==> config.mk <==
export PLATFORM = sky130hd
export DESIGN_NAME = accumulate_sequencer
export DESIGN_NICKNAME = d
export VERILOG_FILES = /design/src/rtl/accumulate_pkg.sv /design/src/rtl/accumulate_sequencer_burst_counter.sv /design/src/rtl/accumulate_sequencer.sv
export SDC_FILE = /design/constraint.sdc
export NUM_CORES = 1
export LEC_CHECK = 0
export ABC_AREA = 1
export BUFFER_PORTS_ARGS = -buffer_cell sky130_fd_sc_hd__buf_2
export CAP_MARGIN = 20
export CORE_MARGIN = 2
export CORE_UTILIZATION = 40
export CTS_BUF_LIST = sky130_fd_sc_hd__clkbuf_16
export CTS_CLUSTER_DIAMETER = 120
export DETAILED_ROUTE_END_ITERATION = 10
export SLEW_MARGIN = 15
export SYNTH_ARGS = -nofsm -noshare
export SYNTH_HDL_FRONTEND = slang
export SYNTH_HIERARCHICAL = 1
export SYNTH_SLANG_ARGS = --single-unit
==> constraint.sdc <==
create_clock -name clk -period 3.3 [get_ports clk]
set_input_delay 0.33 -clock clk [delete_from_list [all_inputs] [get_ports clk]]
set_output_delay 0.33 -clock clk [all_outputs]
set_load 0.01 [all_outputs]
==> src/rtl/accumulate_pkg.sv <==
// Shared definitions for the accumulate sequencer: default widths and the
// sequencer state encoding.
package accumulate_pkg;

    localparam int unsigned WORD_LENGTH_DEF = 8;
    localparam int unsigned COUNT_WIDTH_DEF = 4;

    typedef enum logic [2:0] {
        IDLE,
        CLEAR,
        COLLECT,
        DRAIN,
        READ,
        CAPTURE,
        DONE
    } seq_state_e;

endpackage

==> src/rtl/accumulate_sequencer_burst_counter.sv <==
// Burst transfer counter for the accumulate sequencer.
// Ports:
//   clk, n_rst  - clock, synchronous active-low reset
//   i_clear     - synchronous clear of the count
//   i_inc       - count one accepted transfer
//   i_limit     - latched burst length
//   o_done_c    - combinational: the transfer counted this cycle is the last one
module burst_counter
    import accumulate_pkg::*;
#(
    parameter int unsigned Count_Width = COUNT_WIDTH_DEF
) (
    input  logic                   clk,
    input  logic                   n_rst,
    input  logic                   i_clear,
    input  logic                   i_inc,
    input  logic [Count_Width-1:0] i_limit,
    output logic                   o_done_c
);

    logic [Count_Width-1:0] r_count;
    logic [Count_Width-1:0] w_count_inc;

    assign w_count_inc = r_count + Count_Width'(1);

    // Transfer counter
    always_ff @(posedge clk) begin
        if (!n_rst) begin
            r_count <= '0;
        end else if (i_clear) begin
            r_count <= '0;
        end else if (i_inc) begin
            r_count <= w_count_inc;
        end
    end

    // Compare the post-increment value so the FSM leaves COLLECT on the last transfer
    assign o_done_c = i_inc && (w_count_inc == i_limit);

endmodule

==> src/rtl/accumulate_sequencer.sv <==
// Upstream controller for the Accumulator stage: clears the Accumulator,
// strobes in a burst of samples, reads back the sum and reports it with a
// sticky overflow flag.
// Ports:
//   clk, n_rst                 - clock, synchronous active-low reset
//   start, sample_count        - burst request and length (latched in IDLE)
//   sample_valid/data/ready    - valid/ready sample source
//   acc_n_rst, acc_enable,
//   acc_read, acc_data_in      - drive the Accumulator
//   acc_data_out               - Accumulator Data_Output
//   result, result_valid       - captured sum and its one-cycle strobe
//   busy, overflow             - not-idle indicator, sticky overflow
module accumulate_sequencer
    import accumulate_pkg::*;
#(
    parameter int unsigned Word_Length = WORD_LENGTH_DEF,
    parameter int unsigned Count_Width = COUNT_WIDTH_DEF
) (
    input  logic                   clk,
    input  logic                   n_rst,
    input  logic                   start,
    input  logic [Count_Width-1:0] sample_count,
    input  logic                   sample_valid,
    input  logic [Word_Length-1:0] sample_data,
    output logic                   sample_ready,
    output logic                   acc_n_rst,
    output logic                   acc_enable,
    output logic                   acc_read,
    output logic [Word_Length-1:0] acc_data_in,
    input  logic [Word_Length-1:0] acc_data_out,
    output logic [Word_Length-1:0] result,
    output logic                   result_valid,
    output logic                   busy,
    output logic                   overflow
);

    localparam int unsigned SumW = Word_Length + 1;

    seq_state_e             r_state;
    seq_state_e             w_next_state;
    logic [Count_Width-1:0] r_count_lim;
    logic [SumW-1:0]        r_shadow;
    logic [SumW-1:0]        w_shadow_sum;
    logic [SumW-1:0]        w_shadow_next;
    logic                   r_acc_enable;
    logic [Word_Length-1:0] r_acc_data_in;
    logic [Word_Length-1:0] r_result;
    logic                   r_overflow;
    logic                   w_sample_ready;
    logic                   w_clear_pulse;
    logic                   w_acc_read;
    logic                   w_result_valid;
    logic                   w_busy;
    logic                   w_transfer;
    logic                   w_start_accept;
    logic                   w_burst_done;

    assign w_transfer     = sample_valid && w_sample_ready;
    assign w_start_accept = (r_state == IDLE) && start;

    burst_counter #(
        .Count_Width (Count_Width)
    ) u_burst_counter (
        .clk      (clk),
        .n_rst    (n_rst),
        .i_clear  (w_clear_pulse),
        .i_inc    (w_transfer),
        .i_limit  (r_count_lim),
        .o_done_c (w_burst_done)
    );

    // State register
    always_ff @(posedge clk) begin
        if (!n_rst) begin
            r_state <= IDLE;
        end else begin
            r_state <= w_next_state;
        end
    end

    // Next-state logic
    always_comb begin
        w_next_state = r_state;
        unique case (r_state)
            IDLE:    if (start) w_next_state = CLEAR;
            CLEAR:   w_next_state = (r_count_lim == '0) ? DRAIN : COLLECT;
            COLLECT: if (w_burst_done) w_next_state = DRAIN;
            DRAIN:   w_next_state = READ;
            READ:    w_next_state = CAPTURE;
            CAPTURE: w_next_state = DONE;
            DONE:    w_next_state = IDLE;
            default: w_next_state = IDLE;
        endcase
    end

    // State-decoded outputs
    always_comb begin
        w_sample_ready = 1'b0;
        w_clear_pulse  = 1'b0;
        w_acc_read     = 1'b0;
        w_result_valid = 1'b0;
        w_busy         = (r_state != IDLE);
        unique case (r_state)
            CLEAR:   w_clear_pulse  = 1'b1;
            COLLECT: w_sample_ready = 1'b1;
            READ:    w_acc_read     = 1'b1;
            CAPTURE: w_acc_read     = 1'b1;
            DONE:    w_result_valid = 1'b1;
            default: ;
        endcase
    end

    // Shadow sum keeps its top bit sticky so later carries cannot hide an overflow
    assign w_shadow_sum  = r_shadow + SumW'(sample_data);
    assign w_shadow_next = {r_shadow[SumW-1] | w_shadow_sum[SumW-1], w_shadow_sum[SumW-2:0]};

    // Strobe registers, shadow adder, result capture
    always_ff @(posedge clk) begin
        if (!n_rst) begin
            r_count_lim   <= '0;
            r_shadow      <= '0;
            r_acc_enable  <= 1'b0;
            r_acc_data_in <= '0;
            r_result      <= '0;
            r_overflow    <= 1'b0;
        end else begin
            r_acc_enable <= w_transfer;
            if (w_start_accept) begin
                r_count_lim <= sample_count;
                r_overflow  <= 1'b0;
            end
            if (w_clear_pulse) begin
                r_shadow <= '0;
            end
            if (w_transfer) begin
                r_acc_data_in <= sample_data;
                r_shadow      <= w_shadow_next;
                r_overflow    <= r_overflow | w_shadow_next[SumW-1];
            end
            if (r_state == CAPTURE) begin
                r_result <= acc_data_out;
            end
        end
    end

    assign sample_ready = w_sample_ready;
    assign acc_n_rst    = n_rst & ~w_clear_pulse;
    assign acc_enable   = r_acc_enable;
    assign acc_read     = w_acc_read;
    assign acc_data_in  = r_acc_data_in;
    assign result       = r_result;
    assign result_valid = w_result_valid;
    assign busy         = w_busy;
    assign overflow     = r_overflow;

endmodule

==> qor.tcl, run 1 <==
set qor(die-height_microns) 74.2
set qor(synth_area_leader_cell) {sky130_fd_sc_hd__dfxtp_1}
set qor(synth_enable_flop_cells) 0
set qor(start_util) 0.415
set qor(gr-total-overflow) 0
set qor(wl_met3_microns) 191
set qor(drt_wl_total_mm) 4.38
set qor(post_route_cells_drive_above_1_share) 0.209
set qor(utilization) 0.501
set qor(holdBufCountCts) 0
set qor(dpl_cell_area_sq_um) 2240
set qor(dp.cells) 384
set qor(postCtsSetupBuffers) 0
set qor(synthDistinctLibCells) 30
set qor(syn_nets) 310
set qor(yosys.cell_count.top_type) {sky130_fd_sc_hd__nand2_1}
set qor(worst-slew-pin-transition_ns) 0.571
set qor(vias_per_cell) 4.61
set qor(critical_path.top_delay_family) {simple AND/OR/NAND/NOR gates}
set qor(clock_tree_from_tritoncts) {built}
set qor(number_of_global_route_vias_before_repair) 1567
set qor(synth_cells) 276
set qor(report.power.total_uw) 1280
set qor(final_min_period_over_clock_period) 0.603
set qor(filler_cell_count) 481
set qor(slew-limit-headroom) 0.618
set qor(critical_path.max_stage_delay_ns) 0.49
set qor(synth-warning-count) 6
set qor(fp.dieW_microns) 74.2
set qor(cp.arrival_ns) 1.66
set qor(cellLeakagePower_uw) 0.00116
set qor(synth-main-ff-cell) {sky130_fd_sc_hd__dfxtp_1}
set qor(final_nets) 358
set qor(grt.total_usage) 0.166
set qor(async_reset_ff_frac) 0
set qor(min-delay-path-class) {in -> reg}
set qor(setup.worst_path.class) {reg -> out}
set qor(instances_no_fill) 392
set qor(clkSlewWorstSetupHoldPaths_ns) 0.06
set qor(rsz_0062_raised_after_global_routing) {false}
set qor(vias_after_detailed_routing) 1808
set qor(run_status) {finished, final reports clean}
set qor(buffering_stage_count_on_the_worst_path_with_inverters_included) 1
set qor(design.portCount) 47
set qor(powerDensity_nw_per_um2) 537
set qor(cts-resized-gates) 0
set qor(highest-signal-layer) {met4}
set qor(clock_buffers_created_by_tritoncts) 5
set qor(critical_path_start_type) {flip-flop}
set qor(root_buffer) {sky130_fd_sc_hd__clkbuf_16}
set qor(place.detailed.hpwl_mm) 3.24
set qor(synthTopCellsByCount) {sky130_fd_sc_hd__nand2_1, sky130_fd_sc_hd__inv_1, sky130_fd_sc_hd__dfxtp_1, sky130_fd_sc_hd__a21oi_1, sky130_fd_sc_hd__nor2_1}
set qor(max_freq_mhz) 502
set qor(flow.area_growth_from_synthesis_pct) 20.8
set qor(max_cap_violations) 0
set qor(dieArea_sq_um) 5510
set qor(first_pass_grt_wire_length_mm) 7.03
set qor(drt_drc_violations_left) 0
set qor(place.port_buffers) 46
set qor(wirelength_met1_mm) 2.24
set qor(drt_pre_antenna_iters) 5
set qor(cp_cell_sequence) {nand3_1 -> nand2_1 -> buf_2}
set qor(cell_type_of_the_slowest_stage_on_the_worst_timing_path) {sky130_fd_sc_hd__dfxtp_1}
set qor(syn-cell-area_sq_um) 1970
set qor(finalClockSkew_ns) 0.00414
set qor(synth.ff_latch_count) 38
set qor(worst_ir_drop_vdd_mv) 0.311
set qor(wl_per_cell_microns) 11.2
set qor(synth.yosys.seq_area_share) 0.386
set qor(cts_max_path_buffers) 2
set qor(final.min_clock_period_ns) 1.99
set qor(critical_path_required_ns) 2.97
set qor(worstSkewPairLatency_ns) 0.28
set qor(ys_top_cells_by_area) {sky130_fd_sc_hd__dfxtp_1, sky130_fd_sc_hd__nand2_1, sky130_fd_sc_hd__inv_1, sky130_fd_sc_hd__a21oi_1, sky130_fd_sc_hd__ha_1}
set qor(final_hold_viol_count) 0
set qor(synthDominantCellAreaShare) 0.386
set qor(core-area_sq_um) 4750
set qor(clock_net_sink_count) 38
set qor(finalSetupTns_ns) 0
set qor(h_tree_lvls) 2
set qor(worstSetupEndpointType) {output pin}
set qor(number_of_endpoints_failing_setup_at_the_final_stage) 0
set qor(post_synth.cell_area_avg_sq_um) 7.15
set qor(grt_start_max_net_pins) 26
set qor(gp_congestion) 0.788
set qor(insertedDiodeCount) 0
set qor(initialDrtViolationCount) 108
set qor(wl_met2_mm) 1.89
set qor(final_design_area_no_fill_sq_um) 2380
set qor(finalMaxSlewViolations) 0
set qor(fp-row-count) 25
set qor(worstPathMaxFanout) 17
set qor(postRouteAntennaNets) 0
set qor(antenna_found_initial) 0
-- power by group --
part	switching, uW	internal [uW]
Sequential	35.6	499
Clock	188	276
Combinational	174	107
-- routing by layer --
metal  GRT usage  up-vias
met2       0.250       39
met3      0.0379        6
li1            -      986
met1       0.234      777
met5           0        -
met4      0.0595        0
-- tightest hold or removal path: stages --
cell                     delay [ns]
sky130_fd_sc_hd__buf_2         0.09
sky130_fd_sc_hd__nor2_1        0.04
sky130_fd_sc_hd__nor2_1        0.09
-- cell usage in the layout (no fill, tap or decap), types with 2 or more instances in the layout --
master and count:
sky130_fd_sc_hd__nand3b_1 4, sky130_fd_sc_hd__clkinv_1 2, sky130_fd_sc_hd__inv_2 4, sky130_fd_sc_hd__nand3_1 20
sky130_fd_sc_hd__a21oi_1 28, sky130_fd_sc_hd__inv_1 42, sky130_fd_sc_hd__o21ai_0 17, sky130_fd_sc_hd__o21ai_1 7
sky130_fd_sc_hd__clkbuf_16 5, sky130_fd_sc_hd__nor2_4 2, sky130_fd_sc_hd__dfxtp_1 38, sky130_fd_sc_hd__nand4_1 3
sky130_fd_sc_hd__nand2_2 2, sky130_fd_sc_hd__buf_2 46, sky130_fd_sc_hd__nand2_1 52, sky130_fd_sc_hd__nor2_1 28
sky130_fd_sc_hd__or2_2 3, sky130_fd_sc_hd__ha_1 9
-- cell type report --
type | instances | area [sq um] | area share
clock buffers | 5 | 125 | 0.0525
clock inverters | 3 | 16.3 | 0.00682
inverters | 47 | 176 | 0.0740
multi-input cells | 185 | 983 | 0.413
flip-flops and latches | 38 | 761 | 0.319
well taps | 67 | 83.8 | 0.0352
repair buffers | 47 | 238 | 0.0997
-- registers in the layout, indices dropped and copies added (netlist names) --
register	flops
result	8
acc_enable	1
overflow	1
r_count_lim	4
r_state	3
acc_data_in	8
r_shadow	9
u_burst_counter/r_count	4
-- final timing paths --
path	from	endpoint	slack [ns]	cells after the start
max	r_state[2]$_SDFFE_PN0P_	acc_read	1.31	3
min	sample_data[5]	acc_data_in[5]$_SDFFE_PN0P_	0.30	3
max reg2reg	r_state[2]$_SDFFE_PN0P_	r_state[0]$_SDFFE_PN0P_	1.48	10
min reg2reg	result[4]$_SDFFE_PN0N_	result[4]$_SDFFE_PN0N_	0.44	2
-- per-stage QoR --
step	hold slack, ns	worst slack, ns
after global placement	0.431	1.56
after detailed placement	0.433	1.50
after global routing	0.312	1.22
final	0.303	1.31
after floorplan	0.438	1.54
after CTS	0.302	1.34
-- logic make-up after synthesis --
logic type	count (synthesis)	synth area share
AO/OA/AOI/OAI	56	0.147
XOR/XNOR	1	0.00444
adder cells (fa/ha/maj)	10	0.0672
buffers and inverters	53	0.116
flip-flops	38	0.386
AND/OR/NAND/NOR	118	0.280
No activity file was read; power rests on OpenSTA's default activity.
==> run 2, diff against run 1 <==
- ABC_AREA: 1 -> 0
- clock period: 3.3 -> 2.05 ns (I/O delays scaled with it)
==> qor.tcl, run 2 <==
set qor(p_int_uw) 1460
set qor(finalSetupTns_ns) 0
set qor(layout_commonest_cell) {sky130_fd_sc_hd__buf_2}
set qor(synth_area_leader_cell) {sky130_fd_sc_hd__dfxtp_1}
set qor(grt.total_usage) 0.157
set qor(multiInputGateArea_sq_um) 1070
set qor(post_synth.cell_area_avg_sq_um) 8.90
set qor(root_buffer) {sky130_fd_sc_hd__clkbuf_16}
set qor(cell_type_of_the_slowest_stage_on_the_worst_timing_path) {sky130_fd_sc_hd__dfxtp_1}
set qor(design.portCount) 47
set qor(buffering_stage_count_on_the_worst_path_with_inverters_included) 1
set qor(powerDensity_nw_per_um2) 803
set qor(synth-main-ff-cell) {sky130_fd_sc_hd__dfxtp_1}
set qor(timing.hold.worst_endpoint) {acc_data_in[5]$_SDFFE_PN0P_}
set qor(synth_enable_flop_cells) 0
set qor(syn_nets) 248
set qor(cts_max_path_buffers) 2
set qor(synth.ff_latch_count) 38
set qor(finalClockSkew_ns) 0.00405
set qor(number_of_endpoints_failing_setup_at_the_final_stage) 0
set qor(critical_path.max_stage_delay_ns) 0.38
set qor(wl_per_cell_microns) 12.5
set qor(hold_path_depth) 3
set qor(reg2reg_path_depth) 10
set qor(slew-limit-headroom) 0.588
set qor(syn-cell-area_sq_um) 1900
set qor(drt_drc_violations_left) 0
set qor(critical_path.top_delay_family) {simple AND/OR/NAND/NOR gates}
set qor(cp_cell_sequence) {nor3b_4 -> nand2_4 -> inv_6 -> o211ai_1 -> a2111oi_2 -> nand2_1 -> nor2_1 -> a21oi_1 -> o32ai_1 -> and2_1}
set qor(fin_worst_hold_slack_ns) 0.181
set qor(worst-slew-pin-transition_ns) 0.618
set qor(critical_path_start_type) {flip-flop}
set qor(final_nets) 299
set qor(synthDistinctLibCells) 46
set qor(synth.yosys.seq_area_share) 0.399
set qor(gp_congestion) 0.761
set qor(grt_start_max_net_pins) 41
set qor(final_hold_viol_count) 0
set qor(rsz_0062_raised_after_global_routing) {false}
set qor(switching_share) 0.236
set qor(final_min_period_over_clock_period) 0.872
set qor(fp.dieW_microns) 73
set qor(holdBufCountCts) 0
set qor(worstSetupEndpointType) {flip-flop}
set qor(place.detailed.hpwl_mm) 2.89
set qor(gr-total-overflow) 0
set qor(worstPathMaxFanout) 8
set qor(synth_cells) 214
set qor(synthDominantCellAreaShare) 0.399
set qor(initialDrtViolationCount) 37
set qor(setup.worst_path.class) {reg -> reg}
set qor(drt_wl_total_mm) 3.99
set qor(vias_after_detailed_routing) 1578
set qor(layout_common_cells) {sky130_fd_sc_hd__buf_2, sky130_fd_sc_hd__dfxtp_1, sky130_fd_sc_hd__nand2_1}
set qor(synth-compound-area-share) 0.175
set qor(insertedDiodeCount) 0
set qor(clock_net_sink_count) 38
set qor(post_route_cells_drive_above_1_share) 0.248
set qor(final.min_clock_period_ns) 1.79
set qor(clock_tree_from_tritoncts) {built}
set qor(fp-row-count) 25
set qor(post_synth_and_or_nand_nor_area_fraction) 0.240
set qor(timing.rr.end) {r_state[0]$_SDFFE_PN0P_}
set qor(synth_xor_area_frac) 0.0506
set qor(start_util) 0.409
set qor(drt_pre_antenna_iters) 4
set qor(flow.area_growth_from_synthesis_pct) 25.1
set qor(die-height_microns) 73
set qor(cellLeakagePower_uw) 0.00108
set qor(crit_start) {r_state[0]$_SDFFE_PN0P_}
set qor(hold_path_startpoint) {sample_data[5]}
set qor(ys_top_cells_by_area) {sky130_fd_sc_hd__dfxtp_1, sky130_fd_sc_hd__nand2_1, sky130_fd_sc_hd__ha_1, sky130_fd_sc_hd__nand3_1, sky130_fd_sc_hd__xnor2_1}
set qor(number_of_global_route_vias_before_repair) 1468
set qor(finalMaxSlewViolations) 0
set qor(max_cap_violations) 0
set qor(min-delay-path-class) {in -> reg}
set qor(place.port_buffers) 46
set qor(synthTopCellsByCount) {sky130_fd_sc_hd__dfxtp_1, sky130_fd_sc_hd__nand2_1, sky130_fd_sc_hd__nand3_1, sky130_fd_sc_hd__nor2b_1}
set qor(run_status) {finished, final reports clean}
set qor(p_switching_uw) 452
set qor(yosys.cell_count.top_type) {sky130_fd_sc_hd__dfxtp_1}
set qor(synth-warning-count) 6
set qor(clkSlewWorstSetupHoldPaths_ns) 0.05
set qor(vias_per_cell) 4.93
set qor(cts-resized-gates) 0
set qor(power.sequential.fraction) 0.412
set qor(largest_reg_flops) 9
set qor(synth_top_family_by_area) {simple AND/OR/NAND/NOR gates}
set qor(first_pass_grt_wire_length_mm) 6.57
set qor(postRouteAntennaNets) 0
set qor(antenna_found_initial) 0
set qor(pwr-share-comb) 0.149
set qor(cp.arrival_ns) 2.00
set qor(worst_ir_drop_vdd_mv) 0.345
set qor(regMostFlops) {r_shadow}
set qor(clock_buffers_created_by_tritoncts) 5
set qor(synth-adder-area-share) 0.0696
set qor(h_tree_lvls) 2
set qor(crit-reg2reg-launch) {r_state[0]$_SDFFE_PN0P_}
set qor(reg2reg_setup_slack_ns) 0.26
set qor(worstSkewPairLatency_ns) 0.27
set qor(postCtsSetupBuffers) 0
set qor(power_frac_clock) 0.439
set qor(async_reset_ff_frac) 0
set qor(core-area_sq_um) 4660
set qor(critical_path_required_ns) 2.27
set qor(filler_cell_count) 458
set qor(synth.area.mux_share) 0.0263
set qor(seqCellArea_sq_um) 761
set qor(dieArea_sq_um) 5330
set qor(max_freq_mhz) 559
## run 2: cell types whose count changed in the layout (fill, tap and decap cells not counted), sizes merged, moves of 11 or more
cell / before / now
a21boi: 0 / 16
a21oi: 28 / 7
inv: 46 / 11
nand2: 54 / 34
nor2: 32 / 11
nor2b: 0 / 11
o21ai: 24 / 3
## run 2: cell type report
type | count | area share
Tap cell | 54 | 0.0284
Timing Repair Buffer | 53 | 0.119
Inverter | 9 | 0.0163
Multi-Input combinational cell | 158 | 0.449
Clock buffer | 5 | 0.0525
Sequential cell | 38 | 0.319
Clock inverter | 3 | 0.0158
## run 2: how the worst max path moves through the flow
stage                                          end  slack, ns  cells past startpoint
final                      r_state[0]$_SDFFE_PN0P_       0.26                     10
after global placement    r_shadow[6]$_SDFFE_PN0P_       0.30                      7
after detailed placement   r_state[0]$_SDFFE_PN0P_       0.23                     10
after global routing       r_state[0]$_SDFFE_PN0P_       0.09                     10
after floorplan            r_state[0]$_SDFFE_PN0P_      0.001                     12
after CTS                  r_state[0]$_SDFFE_PN0P_       0.21                     10
## run 2: tightest hold or removal path, delay by kind of cell
kind / cells / cell delay (ns)
buf+inv: 1 / 0.10
simple gates: 1 / 0.05
compound gates: 1 / 0.05
## run 2: through the flow
| step | total power (uW) | area, sq um | util | worst slack, ns | instances |
|---|---|---|---|---|---|
| after global placement | 1090 | 2220 | 0.476 | 0.304 | 312 |
| final | 1910 | 2380 | 0.511 | 0.262 | 320 |
| after global routing | 2000 | 2380 | 0.511 | 0.0919 | 320 |
| after floorplan | 993 | 1910 | - | 0.00125 | 214 |
| after detailed placement | 1090 | 2220 | 0.476 | 0.233 | 312 |
| after CTS | 1940 | 2380 | 0.511 | 0.211 | 320 |
## run 2: cells by family after synthesis
| group | after synthesis |
|---|---|
| buffers and inverters | 18 |
| adder cells (fa/ha/maj) | 10 |
| multiplexers | 5 |
| AND/OR/NAND/NOR | 86 |
| AO/OA/AOI/OAI | 46 |
| flip-flops | 38 |
| XOR/XNOR | 11 |
## run 2: per-layer routing
layer	track usage	part of all wire
met4	0.0556	0.0078
met2	0.251	0.45
met5	0	0
met3	0.0442	0.050
met1	0.201	0.49
## run 2: power groups by stage
stage / Sequential [uW] / Clock, uW / Combinational, uW
after floorplan: 809 / 0 / 184
after global placement: 805 / 0 / 286
after detailed placement: 806 / 0 / 287
after CTS: 790 / 864 / 288
after global routing: 793 / 893 / 318
final: 789 / 840 / 284
==> run 3, diff against run 2 <==
- clock period: 2.05 -> 2.1 ns (I/O delays scaled with it)
==> qor.tcl, run 3 (synthesized netlist as in run 2, its figures left out) <==
set qor(run_status) {finished, final reports clean}
set qor(cp_cell_sequence) {ha_1 -> xnor2_1 -> o211ai_1 -> a2111oi_2 -> nand2_1 -> nor2_1 -> a21oi_1 -> o32ai_1 -> and2_1}
set qor(final.min_clock_period_ns) 1.86
set qor(number_of_global_route_vias_before_repair) 1486
set qor(first_pass_grt_wire_length_mm) 6.48
set qor(cts_max_path_buffers) 2
set qor(cellLeakagePower_uw) 0.00108
set qor(core-area_sq_um) 4660
set qor(dieArea_sq_um) 5330
set qor(worst-slew-pin-transition_ns) 0.627
set qor(post_route_cells_drive_above_1_share) 0.249
set qor(critical_path.top_delay_family) {compound AO/OA/AOI/OAI gates}
set qor(place.port_buffers) 46
set qor(min-delay-path-class) {in -> reg}
set qor(instances_no_fill) 319
set qor(clock_net_sink_count) 38
set qor(grt_start_max_net_pins) 41
set qor(layout_common_cells) {sky130_fd_sc_hd__buf_2, sky130_fd_sc_hd__dfxtp_1, sky130_fd_sc_hd__nand2_1}
set qor(root_buffer) {sky130_fd_sc_hd__clkbuf_16}
set qor(design.portCount) 47
set qor(worstSetupEndpointType) {flip-flop}
set qor(flow.area_growth_from_synthesis_pct) 26.1
set qor(filler_cell_count) 443
set qor(place.detailed.hpwl_mm) 2.86
set qor(switching_share) 0.224
set qor(max_cap_violations) 0
set qor(final_hold_viol_count) 0
set qor(crit_start) {u_burst_counter/r_count[0]$_SDFFE_PP0P_}
set qor(finalSetupTns_ns) 0
set qor(wl_per_cell_microns) 12.4
set qor(drt_wl_total_mm) 3.96
set qor(initialDrtViolationCount) 49
set qor(critical_path_required_ns) 2.32
set qor(holdBufCountCts) 0
set qor(cp-endpoint) {r_state[0]$_SDFFE_PN0P_}
set qor(powerDensity_nw_per_um2) 833
set qor(final_min_period_over_clock_period) 0.885
set qor(start_util) 0.409
set qor(gp_congestion) 0.777
set qor(finalClockSkew_ns) 0.00374
set qor(largest_reg_flops) 9
set qor(fp.dieW_microns) 73
set qor(fp-row-count) 25
set qor(hold_path_startpoint) {sample_data[7]}
set qor(clkSlewWorstSetupHoldPaths_ns) 0.06
set qor(antenna_found_initial) 0
set qor(gr-total-overflow) 0
set qor(number_of_endpoints_failing_setup_at_the_final_stage) 0
set qor(slew-limit-headroom) 0.582
set qor(buffering_stage_count_on_the_worst_path_with_inverters_included) 0
set qor(path_depth) 9
set qor(reg2reg_path_depth) 9
set qor(rsz_0062_raised_after_global_routing) {false}
set qor(vias_per_cell) 5.09
set qor(seqCellArea_sq_um) 761
set qor(h_tree_lvls) 2
set qor(vias_after_detailed_routing) 1624
set qor(pwr-share-comb) 0.137
set qor(multiInputGateArea_sq_um) 1070
set qor(postRouteAntennaNets) 0
set qor(max_freq_mhz) 538
set qor(timing.rr.end) {r_state[0]$_SDFFE_PN0P_}
set qor(grt.total_usage) 0.152
set qor(clock_tree_from_tritoncts) {built}
set qor(utilization) 0.515
set qor(cp.arrival_ns) 2.08
set qor(setup.worst_path.class) {reg -> reg}
set qor(drt_drc_violations_left) 0
set qor(dp.cells) 311
set qor(p_int_uw) 1550
set qor(insertedDiodeCount) 0
set qor(p_switching_uw) 449
set qor(critical_path_start_type) {flip-flop}
set qor(reg2reg_setup_slack_ns) 0.24
set qor(crit-reg2reg-launch) {u_burst_counter/r_count[0]$_SDFFE_PP0P_}
set qor(worstSkewPairLatency_ns) 0.28
set qor(power_frac_clock) 0.476
set qor(power.sequential.fraction) 0.386
set qor(cell_type_of_the_slowest_stage_on_the_worst_timing_path) {sky130_fd_sc_hd__dfxtp_1}
set qor(postCtsSetupBuffers) 0
set qor(die-height_microns) 73
set qor(worst_ir_drop_vdd_mv) 0.525
set qor(finalMaxSlewViolations) 0
set qor(cts-resized-gates) 0
set qor(clock_buffers_created_by_tritoncts) 5
set qor(critical_path.max_stage_delay_ns) 0.42
set qor(regMostFlops) {r_shadow}
set qor(final_nets) 298
set qor(layout_commonest_cell) {sky130_fd_sc_hd__buf_2}
set qor(drt_pre_antenna_iters) 4
set qor(worstPathMaxFanout) 5
run 3: worst min path at each step:
stage                                  endpoint  slack, ns  cells after the start
floorplan           acc_data_in[0]$_SDFFE_PN0P_       0.34                      2
global placement    acc_data_in[5]$_SDFFE_PN0P_       0.44                      2
detailed placement  acc_data_in[6]$_SDFFE_PN0P_       0.45                      2
CTS                 acc_data_in[5]$_SDFFE_PN0P_       0.18                      3
global route        acc_data_in[5]$_SDFFE_PN0P_       0.19                      3
finish              acc_data_in[7]$_SDFFE_PN0P_       0.19                      3
run 3: cell type report:
type                            count  share of cell area
Multi-Input combinational cell    158               0.446
Sequential cell                    38               0.317
Timing Repair Buffer               52               0.115
Clock buffer                        5              0.0521
Tap cell                           54              0.0281
Clock inverter                      3              0.0266
Inverter                            9              0.0162
run 3: per-stage QoR:
step | total power, uW | hold slack [ns] | setup slack [ns] | instance area (sq um)
6_report | 2000 | 0.186 | 0.242 | 2400
5_1_grt | 2090 | 0.189 | 0.0807 | 2400
3_3_place_gp | 1060 | 0.438 | 0.291 | 2210
3_5_place_dp | 1060 | 0.446 | 0.239 | 2210
4_1_cts | 2030 | 0.185 | 0.225 | 2400
2_1_floorplan | 969 | 0.345 | 0.0194 | 1910
run 3: power by group through the flow:
| stage | registers (uW) | logic, uW | clock network (uW) |
|---|---|---|---|
| final | 773 | 274 | 953 |
| after global placement | 788 | 276 | 0 |
| after global routing | 776 | 305 | 1010 |
| after detailed placement | 788 | 276 | 0 |
| after floorplan | 789 | 179 | 0 |
| after CTS | 773 | 278 | 975 |
run 3: metal layers:
layer | GRT usage | vias to the layer above | part of all wire
met2 | 0.236 | 38 | 0.43
met4 | 0.0494 | 0 | 0.013
li1 | - | 845 | -
met5 | 0 | - | 0
met1 | 0.201 | 735 | 0.51
met3 | 0.0456 | 6 | 0.048
run 3: worst register-to-register path, stage by stage (launching register included):
cell                        delay, ns
sky130_fd_sc_hd__dfxtp_1         0.42
sky130_fd_sc_hd__ha_1            0.29
sky130_fd_sc_hd__xnor2_1         0.17
sky130_fd_sc_hd__o211ai_1        0.12
sky130_fd_sc_hd__a2111oi_2       0.33
sky130_fd_sc_hd__nand2_1         0.08
sky130_fd_sc_hd__nor2_1          0.08
sky130_fd_sc_hd__a21oi_1         0.04
sky130_fd_sc_hd__o32ai_1         0.11
sky130_fd_sc_hd__and2_1          0.15
